**src/rtl/banked_dp_mem_sched_pkg.sv**
```systemverilog
// Shared constants and types for the banked dual-port scheduled memory.
// Default geometry and latencies; the top module may override them per instance.
package pkg_banked;

  localparam int DATA_WIDTH  = 8;
  localparam int MEM_DEPTH   = 16;
  localparam int NUM_BANKS   = 4;
  localparam int ADDR_WIDTH  = $clog2(NUM_BANKS * MEM_DEPTH);
  localparam int WR_LATENCYA = 7;
  localparam int RD_LATENCYA = 5;
  localparam int WR_LATENCYB = 6;
  localparam int RD_LATENCYB = 6;

  function automatic int lat_max(input int l0, input int l1, input int l2, input int l3);
    int m;
    m = l0;
    m = (l1 > m) ? l1 : m;
    m = (l2 > m) ? l2 : m;
    m = (l3 > m) ? l3 : m;
    return m;
  endfunction

  localparam int BANK_BITS = $clog2(NUM_BANKS);
  localparam int ROW_WIDTH = ADDR_WIDTH - BANK_BITS;
  localparam int LAT_MAX   = lat_max(WR_LATENCYA, RD_LATENCYA, WR_LATENCYB, RD_LATENCYB);

  typedef struct packed {
    logic                  we;
    logic [ROW_WIDTH-1:0]  row;
    logic [BANK_BITS-1:0]  bank;
    logic [DATA_WIDTH-1:0] wdata;
  } req_t;

endpackage

```
**src/rtl/banked_dp_mem_sched_mem_bank.sv**
```systemverilog
// Single-port memory bank: one access per edge, read data registered on the access edge.
module mem_bank #(
  parameter int DATA_WIDTH = pkg_banked::DATA_WIDTH,
  parameter int MEM_DEPTH  = pkg_banked::MEM_DEPTH,
  parameter int ROW_WIDTH  = $clog2(MEM_DEPTH)
) (
  input  logic                  clk,
  input  logic                  en,
  input  logic                  we,
  input  logic [ROW_WIDTH-1:0]  row,
  input  logic [DATA_WIDTH-1:0] wdata,
  output logic [DATA_WIDTH-1:0] rdata
);

  logic [DATA_WIDTH-1:0] mem_r [MEM_DEPTH];
  logic [DATA_WIDTH-1:0] rdata_r;

  // Storage array and read register; contents intentionally survive reset.
  always_ff @(posedge clk) begin
    if (en) begin
      if (we) begin
        mem_r[row] <= wdata;
      end else begin
        rdata_r <= mem_r[row];
      end
    end
  end

  assign rdata = rdata_r;

endmodule

```
**src/rtl/banked_dp_mem_sched.sv**
```systemverilog
// Two request ports sharing NUM_BANKS single-port banks; a per-bank slot reservation
// vector guarantees one access per bank per edge, round-robin settles same-slot ties.
module banked_dp_mem_sched #(
  parameter int DATA_WIDTH  = pkg_banked::DATA_WIDTH,
  parameter int MEM_DEPTH   = pkg_banked::MEM_DEPTH,
  parameter int NUM_BANKS   = pkg_banked::NUM_BANKS,
  parameter int ADDR_WIDTH  = $clog2(NUM_BANKS * MEM_DEPTH),
  parameter int WR_LATENCYA = pkg_banked::WR_LATENCYA,
  parameter int RD_LATENCYA = pkg_banked::RD_LATENCYA,
  parameter int WR_LATENCYB = pkg_banked::WR_LATENCYB,
  parameter int RD_LATENCYB = pkg_banked::RD_LATENCYB
) (
  input  logic                  clk,
  input  logic                  rst,
  input  logic                  a_valid,
  output logic                  a_ready,
  input  logic                  a_we,
  input  logic [ADDR_WIDTH-1:0] a_addr,
  input  logic [DATA_WIDTH-1:0] a_wdata,
  output logic                  a_rvalid,
  output logic [DATA_WIDTH-1:0] a_rdata,
  input  logic                  b_valid,
  output logic                  b_ready,
  input  logic                  b_we,
  input  logic [ADDR_WIDTH-1:0] b_addr,
  input  logic [DATA_WIDTH-1:0] b_wdata,
  output logic                  b_rvalid,
  output logic [DATA_WIDTH-1:0] b_rdata,
  output logic [15:0]           conflict_cnt
);
  import pkg_banked::*;

  localparam int BANK_W = $clog2(NUM_BANKS);
  localparam int ROW_W  = ADDR_WIDTH - BANK_W;
  localparam int LAT_N  = lat_max(WR_LATENCYA, RD_LATENCYA, WR_LATENCYB, RD_LATENCYB);
  localparam int LAT_W  = $clog2(LAT_N + 1);
  localparam int NPIPE  = 4;

  // Pipe order: 0 = A write, 1 = A read, 2 = B write, 3 = B read.
  function automatic int pipe_lat(input int p);
    case (p)
      0:       return WR_LATENCYA;
      1:       return RD_LATENCYA;
      2:       return WR_LATENCYB;
      default: return RD_LATENCYB;
    endcase
  endfunction

  function automatic logic pipe_wr(input int p);
    return (p == 0) || (p == 2);
  endfunction

  typedef struct packed {
    logic                  valid;
    logic [ROW_W-1:0]      row;
    logic [BANK_W-1:0]     bank;
    logic [DATA_WIDTH-1:0] wdata;
  } slot_t;

  slot_t                 pipe_r     [NPIPE][LAT_N];
  slot_t                 push_s     [NPIPE];
  logic [LAT_N:0]        res_r      [NUM_BANKS];
  logic [LAT_N:0]        res_next_s [NUM_BANKS];
  logic                  bank_en_s  [NUM_BANKS];
  logic                  bank_we_s  [NUM_BANKS];
  logic [ROW_W-1:0]      bank_row_s [NUM_BANKS];
  logic [DATA_WIDTH-1:0] bank_wd_s  [NUM_BANKS];
  logic [DATA_WIDTH-1:0] bank_rd_s  [NUM_BANKS];

  logic              prio_r;  // 1 = port B holds priority
  logic [15:0]       conflict_r;
  logic              a_rvalid_r, b_rvalid_r;
  logic [BANK_W-1:0] a_rbank_r, b_rbank_r;
  logic [DATA_WIDTH-1:0] a_hold_r, b_hold_r, a_rdata_s, b_rdata_s;

  logic [BANK_W-1:0] a_bank_s, b_bank_s;
  logic [ROW_W-1:0]  a_row_s, b_row_s;
  logic [LAT_W-1:0]  a_lat_s, b_lat_s;
  logic              a_free_s, b_free_s, contend_s, a_ready_s, b_ready_s, stall_s;

  assign a_bank_s  = a_addr[BANK_W-1:0];
  assign b_bank_s  = b_addr[BANK_W-1:0];
  assign a_row_s   = a_addr[ADDR_WIDTH-1:BANK_W];
  assign b_row_s   = b_addr[ADDR_WIDTH-1:BANK_W];
  assign a_lat_s   = a_we ? LAT_W'(WR_LATENCYA) : LAT_W'(RD_LATENCYA);
  assign b_lat_s   = b_we ? LAT_W'(WR_LATENCYB) : LAT_W'(RD_LATENCYB);
  assign a_free_s  = ~res_r[a_bank_s][a_lat_s];
  assign b_free_s  = ~res_r[b_bank_s][b_lat_s];
  assign contend_s = a_valid && b_valid && (a_bank_s == b_bank_s) &&
                     (a_lat_s == b_lat_s) && a_free_s;
  assign a_ready_s = !rst && a_valid && a_free_s && !(contend_s && prio_r);
  assign b_ready_s = !rst && b_valid && b_free_s && !(contend_s && !prio_r);
  assign stall_s   = (a_valid && !a_ready_s) || (b_valid && !b_ready_s);

  assign push_s[0] = '{valid: a_ready_s && a_we,  row: a_row_s, bank: a_bank_s, wdata: a_wdata};
  assign push_s[1] = '{valid: a_ready_s && !a_we, row: a_row_s, bank: a_bank_s, wdata: a_wdata};
  assign push_s[2] = '{valid: b_ready_s && b_we,  row: b_row_s, bank: b_bank_s, wdata: b_wdata};
  assign push_s[3] = '{valid: b_ready_s && !b_we, row: b_row_s, bank: b_bank_s, wdata: b_wdata};

  // Next reservation vector: book accepted slots, then age every slot by one edge.
  always_comb begin
    for (int b = 0; b < NUM_BANKS; b++) begin
      res_next_s[b] = (res_r[b]
        | ({(LAT_N+1){a_ready_s && (a_bank_s == BANK_W'(b))}} & ((LAT_N+1)'(1'b1) << a_lat_s))
        | ({(LAT_N+1){b_ready_s && (b_bank_s == BANK_W'(b))}} & ((LAT_N+1)'(1'b1) << b_lat_s)))
        >> 1'b1;
    end
  end

  // Bank drive from pipe heads; reservation makes the per-bank hits mutually exclusive.
  always_comb begin : bank_drive
    logic hit;
    hit = 1'b0;
    for (int b = 0; b < NUM_BANKS; b++) begin
      bank_en_s[b]  = 1'b0;
      bank_we_s[b]  = 1'b0;
      bank_row_s[b] = '0;
      bank_wd_s[b]  = '0;
      for (int p = 0; p < NPIPE; p++) begin
        hit = !rst && pipe_r[p][0].valid && (pipe_r[p][0].bank == BANK_W'(b));
        bank_en_s[b]  = bank_en_s[b] | hit;
        bank_we_s[b]  = bank_we_s[b] | (hit && pipe_wr(p));
        bank_row_s[b] = bank_row_s[b] | ({ROW_W{hit}} & pipe_r[p][0].row);
        bank_wd_s[b]  = bank_wd_s[b] | ({DATA_WIDTH{hit}} & pipe_r[p][0].wdata);
      end
    end
  end

  for (genvar g = 0; g < NUM_BANKS; g++) begin : g_bank
    mem_bank #(
      .DATA_WIDTH (DATA_WIDTH),
      .MEM_DEPTH  (MEM_DEPTH),
      .ROW_WIDTH  (ROW_W)
    ) u_bank (
      .clk   (clk),
      .en    (bank_en_s[g]),
      .we    (bank_we_s[g]),
      .row   (bank_row_s[g]),
      .wdata (bank_wd_s[g]),
      .rdata (bank_rd_s[g])
    );
  end

  // Latency pipes, reservation vectors and round-robin priority.
  always_ff @(posedge clk) begin
    if (rst) begin
      for (int p = 0; p < NPIPE; p++) begin
        for (int k = 0; k < LAT_N; k++) begin
          pipe_r[p][k] <= '0;
        end
      end
      for (int b = 0; b < NUM_BANKS; b++) begin
        res_r[b] <= '0;
      end
      prio_r <= 1'b0;
    end else begin
      for (int p = 0; p < NPIPE; p++) begin
        for (int k = 0; k < LAT_N - 1; k++) begin
          pipe_r[p][k] <= pipe_r[p][k+1];
        end
        pipe_r[p][LAT_N-1] <= '0;
        pipe_r[p][pipe_lat(p)-1] <= push_s[p];
      end
      for (int b = 0; b < NUM_BANKS; b++) begin
        res_r[b] <= res_next_s[b];
      end
      // A contended grant hands priority to the port that lost it.
      prio_r <= contend_s ? a_ready_s : prio_r;
    end
  end

  assign a_rdata_s = a_rvalid_r ? bank_rd_s[a_rbank_r] : a_hold_r;
  assign b_rdata_s = b_rvalid_r ? bank_rd_s[b_rbank_r] : b_hold_r;

  // Read return tracking, held read data and the saturating stall counter.
  always_ff @(posedge clk) begin
    if (rst) begin
      a_rvalid_r <= 1'b0;
      b_rvalid_r <= 1'b0;
      a_rbank_r  <= '0;
      b_rbank_r  <= '0;
      a_hold_r   <= '0;
      b_hold_r   <= '0;
      conflict_r <= 16'd0;
    end else begin
      a_rvalid_r <= pipe_r[1][0].valid;
      b_rvalid_r <= pipe_r[3][0].valid;
      a_rbank_r  <= pipe_r[1][0].bank;
      b_rbank_r  <= pipe_r[3][0].bank;
      a_hold_r   <= a_rdata_s;
      b_hold_r   <= b_rdata_s;
      conflict_r <= (stall_s && (conflict_r != 16'hFFFF)) ? conflict_r + 16'd1 : conflict_r;
    end
  end

  assign a_ready      = a_ready_s;
  assign b_ready      = b_ready_s;
  assign a_rvalid     = a_rvalid_r;
  assign b_rvalid     = b_rvalid_r;
  assign a_rdata      = a_rdata_s;
  assign b_rdata      = b_rdata_s;
  assign conflict_cnt = conflict_r;

endmodule

```
**config.mk**
```make
export PLATFORM = sky130hd
export DESIGN_NAME = banked_dp_mem_sched
export DESIGN_NICKNAME = d
export VERILOG_FILES = /design/src/rtl/banked_dp_mem_sched_pkg.sv /design/src/rtl/banked_dp_mem_sched_mem_bank.sv /design/src/rtl/banked_dp_mem_sched.sv
export SDC_FILE = /design/constraint.sdc
export NUM_CORES = 1
export LEC_CHECK = 0
export ABC_AREA = 1
export CORE_ASPECT_RATIO = 0.7
export CORE_UTILIZATION = 30
export DETAILED_ROUTE_END_ITERATION = 16
export GPL_TIMING_DRIVEN = 0
export SLEW_MARGIN = 20
export SYNTH_ARGS = -nofsm -noshare
export SYNTH_HDL_FRONTEND = slang
export SYNTH_SLANG_ARGS = --single-unit
```
**constraint.sdc**
```tcl
create_clock -name clk -period 2.25 [get_ports clk]
set_input_delay 0.45 -clock clk [delete_from_list [all_inputs] [get_ports clk]]
set_output_delay 0.45 -clock clk [all_outputs]
set_load 0.01 [all_outputs]
```
### After elaboration in Yosys (flattened, before gate mapping)

Memory sizes are Yosys's and may differ from the RTL's. A register that Yosys moved wholly into a read port is not among the register bits.
Index checks and enable logic that the tools add are counted.

| cells by class | value |
|---|---|
| $add $sub $neg | 4 |
| $lt $le $gt $ge | 9 |
| equal/unequal tests | 21 |
| shift-type cells | 1 |
| mux-type cells | 490 |
| bitwise gates (word level) | 547 |
| reduce and logical (&&, ||, !) cells | 69 |

Operators by type and width:

| cell | number |
|---|---|
| OR 1 bit | 468 |
| 2-to-1 mux 15 bit | 31 |
| 2-to-1 mux 1 bit | 436 |
| 2-to-1 mux 105 bit | 3 |
| AND 8 bit | 20 |
| demux 15 bit (select 3 bit) | 3 |
| OR 8 bit | 16 |
| greater-or-equal comparator 32 x 4 -> 1 bit, second input constant | 3 |
| less-than comparator 32 x 1 -> 1 bit, second input constant | 3 |
| 2-to-1 mux 32 bit | 3 |
| NOT 32 bit | 3 |
| subtractor 32 x 2 -> 32 bit, second input constant | 3 |
| AND 4 bit | 16 |
| logical AND 1 bit | 50 |
| 2-to-1 mux 8 bit | 6 |
| OR 4 bit | 12 |
| binary-select mux 8 bit (select 2 bit) | 2 |
| OR 8 x 7 -> 8 bit | 4 |
| 2-to-1 mux 7 bit | 4 |
| equality test 2 bit, second input constant | 12 |
| adder 16 x 1 -> 16 bit, second input constant | 1 |
| inequality test 16 bit, second input constant | 1 |
| equality test 2 x 1 -> 1 bit, second input constant | 6 |
| logical NOT 2 bit | 6 |
| other kinds (12) | 29 |

| storage, ports and cells | value |
|---|---|
| bits in registers | 39 |
| RAM bits | 960 |
| input port bits | 34 |
| output and inout bits | 36 |
| memories | 6 |

Memory list:

| name | depth | bits a word | rd ports | clocked after Yosys merged registers in | write ports | RTL line | RTL |
|---|---|---|---|---|---|---|---|
| pipe_r | 4 | 105 | 4 | 0 | 4 | banked_dp_mem_sched.sv:60 | `slot_t pipe_r [NPIPE][LAT_N];` |
| g_bank[0].u_bank.mem_r | 16 | 8 | 1 | 1 | 1 | banked_dp_mem_sched_mem_bank.sv:15 | `logic [DATA_WIDTH-1:0] mem_r [MEM_DEPTH];` |
| g_bank[1].u_bank.mem_r | 16 | 8 | 1 | 1 | 1 | banked_dp_mem_sched_mem_bank.sv:15 |  |
| g_bank[2].u_bank.mem_r | 16 | 8 | 1 | 1 | 1 | banked_dp_mem_sched_mem_bank.sv:15 |  |
| g_bank[3].u_bank.mem_r | 16 | 8 | 1 | 1 | 1 | banked_dp_mem_sched_mem_bank.sv:15 |  |
| res_r | 4 | 7 | 6 | 0 | 4 | banked_dp_mem_sched.sv:62 | `logic [LAT_N:0] res_r [NUM_BANKS];` |

### Depth between registers and ports, before layout

| logic depth | value |
|---|---|
| depth after elaboration | 13 |
| depth in mapped cells | 17 |

### Modules after synthesis

Synthesis repeated with hierarchy kept, for this count alone.

| unflattened totals | value |
|---|---|
| cells, all modules | 3918 |
| area, all modules | 35829.4 um^2 |

Modules (own cells, without submodules):

| module | times used | cells an instance | area an instance (um^2) | sequential area each (um^2) |
|---|---|---|---|---|
| mem_bank | 4 | 552 | 5691.7 | 4083.9 |
| banked_dp_mem_sched | 1 | 1710 | 13062.5 | 7567.3 |

### Worst setup path after synthesis

No wires, ideal clock.

| timing path | value |
|---|---|
| kind | in2reg |
| start point | input port rst |
| end point | memory g_bank[3].u_bank.mem_r[12][0], enable pin |
| library setup time | 0.370 ns |
| arrival | 2.012 ns |
| path slack | -0.132 ns |
| stages | 9 |
| path buffers | 2 |
| cells stage by stage | buf_4 nor3_1 buf_2 nand2_1 nand3_1 a21oi_2 nor2_2 inv_1 nor2_1 |

| between the ends | value |
|---|---|
| cells in the longest elaborated chain, start to end | 8 |
| elaborated cells between the ends (all ways) | 23 |

Ends and longest elaborated chain:

| element | RTL line | RTL |
|---|---|---|
| start, declared | banked_dp_mem_sched.sv:14 | `input logic rst,` |
| logical NOT 1 bit * | banked_dp_mem_sched.sv:120 | `hit = !rst && pipe_r[p][0].valid && (pipe_r[p][0].bank == BANK_W'(b));` |
| logical AND 1 bit (2 in series) | banked_dp_mem_sched.sv:120 |  |
| OR 1 bit (3 in series) | banked_dp_mem_sched.sv:121 | `bank_en_s[b] = bank_en_s[b] \| hit;` |
| 2-to-1 mux 1 bit | banked_dp_mem_sched_mem_bank.sv:20 | `if (en) begin` |
| 2-to-1 mux 1 bit (implied by the code) | banked_dp_mem_sched_mem_bank.sv:22 | `mem_r[row] <= wdata;` |
| end, declared | banked_dp_mem_sched_mem_bank.sv:15 |  |

Every way passes the cells marked *; elsewhere a longest branch is shown, timed or not.

### Final worst setup path

| timing path | value |
|---|---|
| start point | register a_rbank_r[0] (read register of pipe_r) |
| end point | output port a_rdata[0] |

| between the ends | value |
|---|---|
| cells in the longest elaborated chain, start to end | 5 |

Ends and longest elaborated chain:

| element | RTL line | RTL |
|---|---|---|
| start, declared | banked_dp_mem_sched.sv:73 | `logic [BANK_W-1:0] a_rbank_r, b_rbank_r;` |
| NOT 2 -> 3 bit (implied by the code) | banked_dp_mem_sched.sv:172 | `assign a_rdata_s = a_rvalid_r ? bank_rd_s[a_rbank_r] : a_hold_r;` |
| binary-select mux 8 bit (select 2 bit) | banked_dp_mem_sched.sv:172 |  |
| 2-to-1 mux 8 bit (implied by the code) (2 in series) | banked_dp_mem_sched.sv:172 |  |
| 2-to-1 mux 8 bit | banked_dp_mem_sched.sv:172 |  |
| end, declared | banked_dp_mem_sched.sv:21 | `output logic [DATA_WIDTH-1:0] a_rdata,` |

No other way between the ends. The select of a mux whose other input is x is not followed.

==> out/metrics.cfg <==
[drt]
routedWlPerCell_um=16.4
ant_nets=0
avgViaCountPerCell=4.48
post-route-drc-count=0
num_vias=26100
first_iter_violations=2512
wirelength_um=95800
firstDrtPassIters=6

[setup_path]
r2r-start=b_rbank_r[0]
reg2regPathDepth=16
critPathMaxStageDelay_ns=0.42
worstSetupPathType=reg -> out
crit_path_frequent_cell=nand2_1
crit_buf_inv=2
rrSetupSlack_ns=-0.08
cp-end-kind=output port
critPathLaunchType=flop
required_ns=1.80
cp.arrival_ns=1.89
cpMaxStageDelayCell=dfxtp_4
crit_start=a_rbank_r[0]
crit_chain=clkinvlp_4, nor2_2, o21ai_2, nand2_1, nand2_1, buf_2
critPathTopFamily=flip-flops
endpoint=a_rdata[0]
cp_max_fo=8
cp_num_cells=6
worstReg2RegEnd=b_hold_r[2]

[die]
initial_utilization_pct=30.4
die_y_um=291
dieWidth_um=415
dieArea_mm2=0.121
num_rows=105
ioPinCount=70
core_region_area_mm2=0.118

[min_path]
min_path_type=in -> reg
hold_path_startpoint=a_addr[1]

[timing]
slew_viol_final=0
layout_setup_ws_ns=-0.0853
fin_crit_sh_pct=104
setup_viol=135
relSlewSlack_pct=25.5
fin_skew_ns=0.0312
fmax_mhz=428
tightest_slew_ns=1.12
rsz0062_at_grt=yes
period_needed_ns=2.34
finalHoldViolations=0

[yosys]
yosysUniqueCellTypes=32
postSynthCellCount=3899
yosysWarnings=0
synthesis.area_mm2=0.0358
syn_area_per_cell_um2=9.18
synthesis.nets=3934
ys_ff_latch=922
seq_area_frac_synth_pct=66.8

[power_and_ir_drop]
pwr_density_cell_mw_per_mm2=739
p_leak_nw=19.1
vdd_drop_max_mv=0.506

[cts]
cts_made_buffers=83
htreeDepth=3
cts_tree=yes
clk_pin_slew_ns=0.07
insertion_delay_ns=0.69
postCtsHoldBufs=0
cts-root-buf=clkbuf_16
cts_buffer_depth=3
clkSinkCount=922

[global_route]
grt_max_degree=17
grt_pass1_vias=23600
gr-total-overflow=0
track_usage_pct=15.4
antenna_found_initial=1
grt_pass1_wl_um=143000

[layout]
finalNonFillerCells=5833
syn2layout_area_growth_pct=26.2
fin_util_pct=38.4
fillers=11500
nNetsFinal=4246
layout_commonest_cell=nand2_1
final_cell_mix=nand2_1, edfxtp_1, inv_1, nor2_1, dfxtp_1
drive_above_1_share_pct=17.3
n_antenna_cell=0

[run]
maxCapViolCount=0

[placement]
place_inst=5519
routabilityCongestion=0.956
dp_hpwl_um=64300
dp_slack_ns=-1.92
portBuffers=69

[run_status]
violations=setup timing
status=complete, but fails checks

[how the worst min path moves through the flow]
stage                     cells past startpoint             end  slack [ns]
after detailed placement                      2   pipe_r[0][27]        0.39
after global routing                          2     res_r[0][6]        0.20
final                                         2     res_r[0][6]        0.19
after floorplan                               2  pipe_r[0][100]        0.39
after global placement                        2   pipe_r[0][23]        0.39
after CTS                                     2    b_rbank_r[1]        0.09
[power breakdown]
part	leakage [nW]	internal [mW]	total [mW]	switching (mW)
Combinational	8.68	0.150	0.461	0.311
Sequential	8.97	17.8	17.8	0.0578
Clock	1.43	8.39	15.1	6.67
Total	19.1	26.3	33.4	7.04
[timing repair]
action | CTS | global route
gates cloned | 3 | 7
setup endpoints to repair | 1127 | 1037
hold endpoints to repair | 0 | 0
pin swaps | 119 | 108
resized for setup | 383 | 342
setup buffers | 76 | 73
[registers in the layout, summed over array words and instances, names as in the netlist, 2 cells and up]
| register | cells |
|---|---|
| pipe_r | 332 |
| b_rbank_r | 2 |
| b_hold_r | 8 |
| res_r | 8 |
| a_rbank_r | 2 |
| g_bank.u_bank.mem_r | 512 |
| a_hold_r | 8 |
| conflict_cnt | 16 |
| g_bank.u_bank.rdata | 32 |
[kinds of logic (layout without fill, tap and decap cells)]
group	Yosys count	count (layout)	share of synthesized area, %
buf+inv	597	980	6.64
simple gates	2238	2238	24.3
fa+ha+maj	1	1	0.0350
flops	922	922	66.8
xor+xnor	14	14	0.343
compound gates	127	127	1.86
[cell usage after synthesis (all sizes together)]
library cell / instances / area, µm²
nor2: 474 / 1850
o2111ai: 3 / 26.3
clkbuf: 65 / 244
a31oi: 1 / 6.26
o21ai: 59 / 295
inv: 457 / 1720
nand2: 1644 / 6180
o22ai: 6 / 37.5
buf: 75 / 415
or2: 2 / 12.5
edfxtp: 544 / 16300
nand3: 67 / 335
o21a: 1 / 7.51
ha: 1 / 12.5
nor4: 1 / 6.26
xnor2: 7 / 61.3
nand4: 36 / 225
nand3b: 1 / 7.51
a21oi: 57 / 293
nor3: 12 / 70.1
xor2: 7 / 61.3
nor3b: 1 / 12.5
dfxtp: 378 / 7570
[area by class of cell]
class                      count  area, µm²  share of cell area (%)
sequential                   922      24000                    53.1
multi-input combinational   2380      11000                    24.5
clock buffer                 116       2430                    5.38
timing repair buffer         226       2400                    5.32
tap                         1551       1940                    4.30
inverter                     457       1790                    3.97
buffer                       138       1060                    2.35
clock inverter                40        499                    1.11
timing repair inverter         3       25.0                  0.0554
[stage by stage]
| step | area, µm² | setup TNS, ns | hold WS [ns] | total power, mW |
|---|---|---|---|---|
| final | 45100 | -4.37 | 0.193 | 33.4 |
| after global routing | 45100 | -16.12 | 0.199 | 34.3 |
| after CTS | 43300 | -62.80 | 0.0950 | 33.6 |
| after detailed placement | 38500 | -1680.53 | 0.392 | 18.7 |
| after global placement | 38500 | -1647.12 | 0.391 | 18.7 |
| after floorplan | 35900 | -23.45 | 0.388 | 18.5 |
[routing by layer]
metal  vias up  GRT usage, %  share of wire [%]
met4         0          4.38                2.1
met5         -             0                  0
met2       899          20.5                 40
li1      12800             -                  -
met3       151          2.79                8.0
met1     12300          24.8                 50
Power figures use the tool's default switching activity.
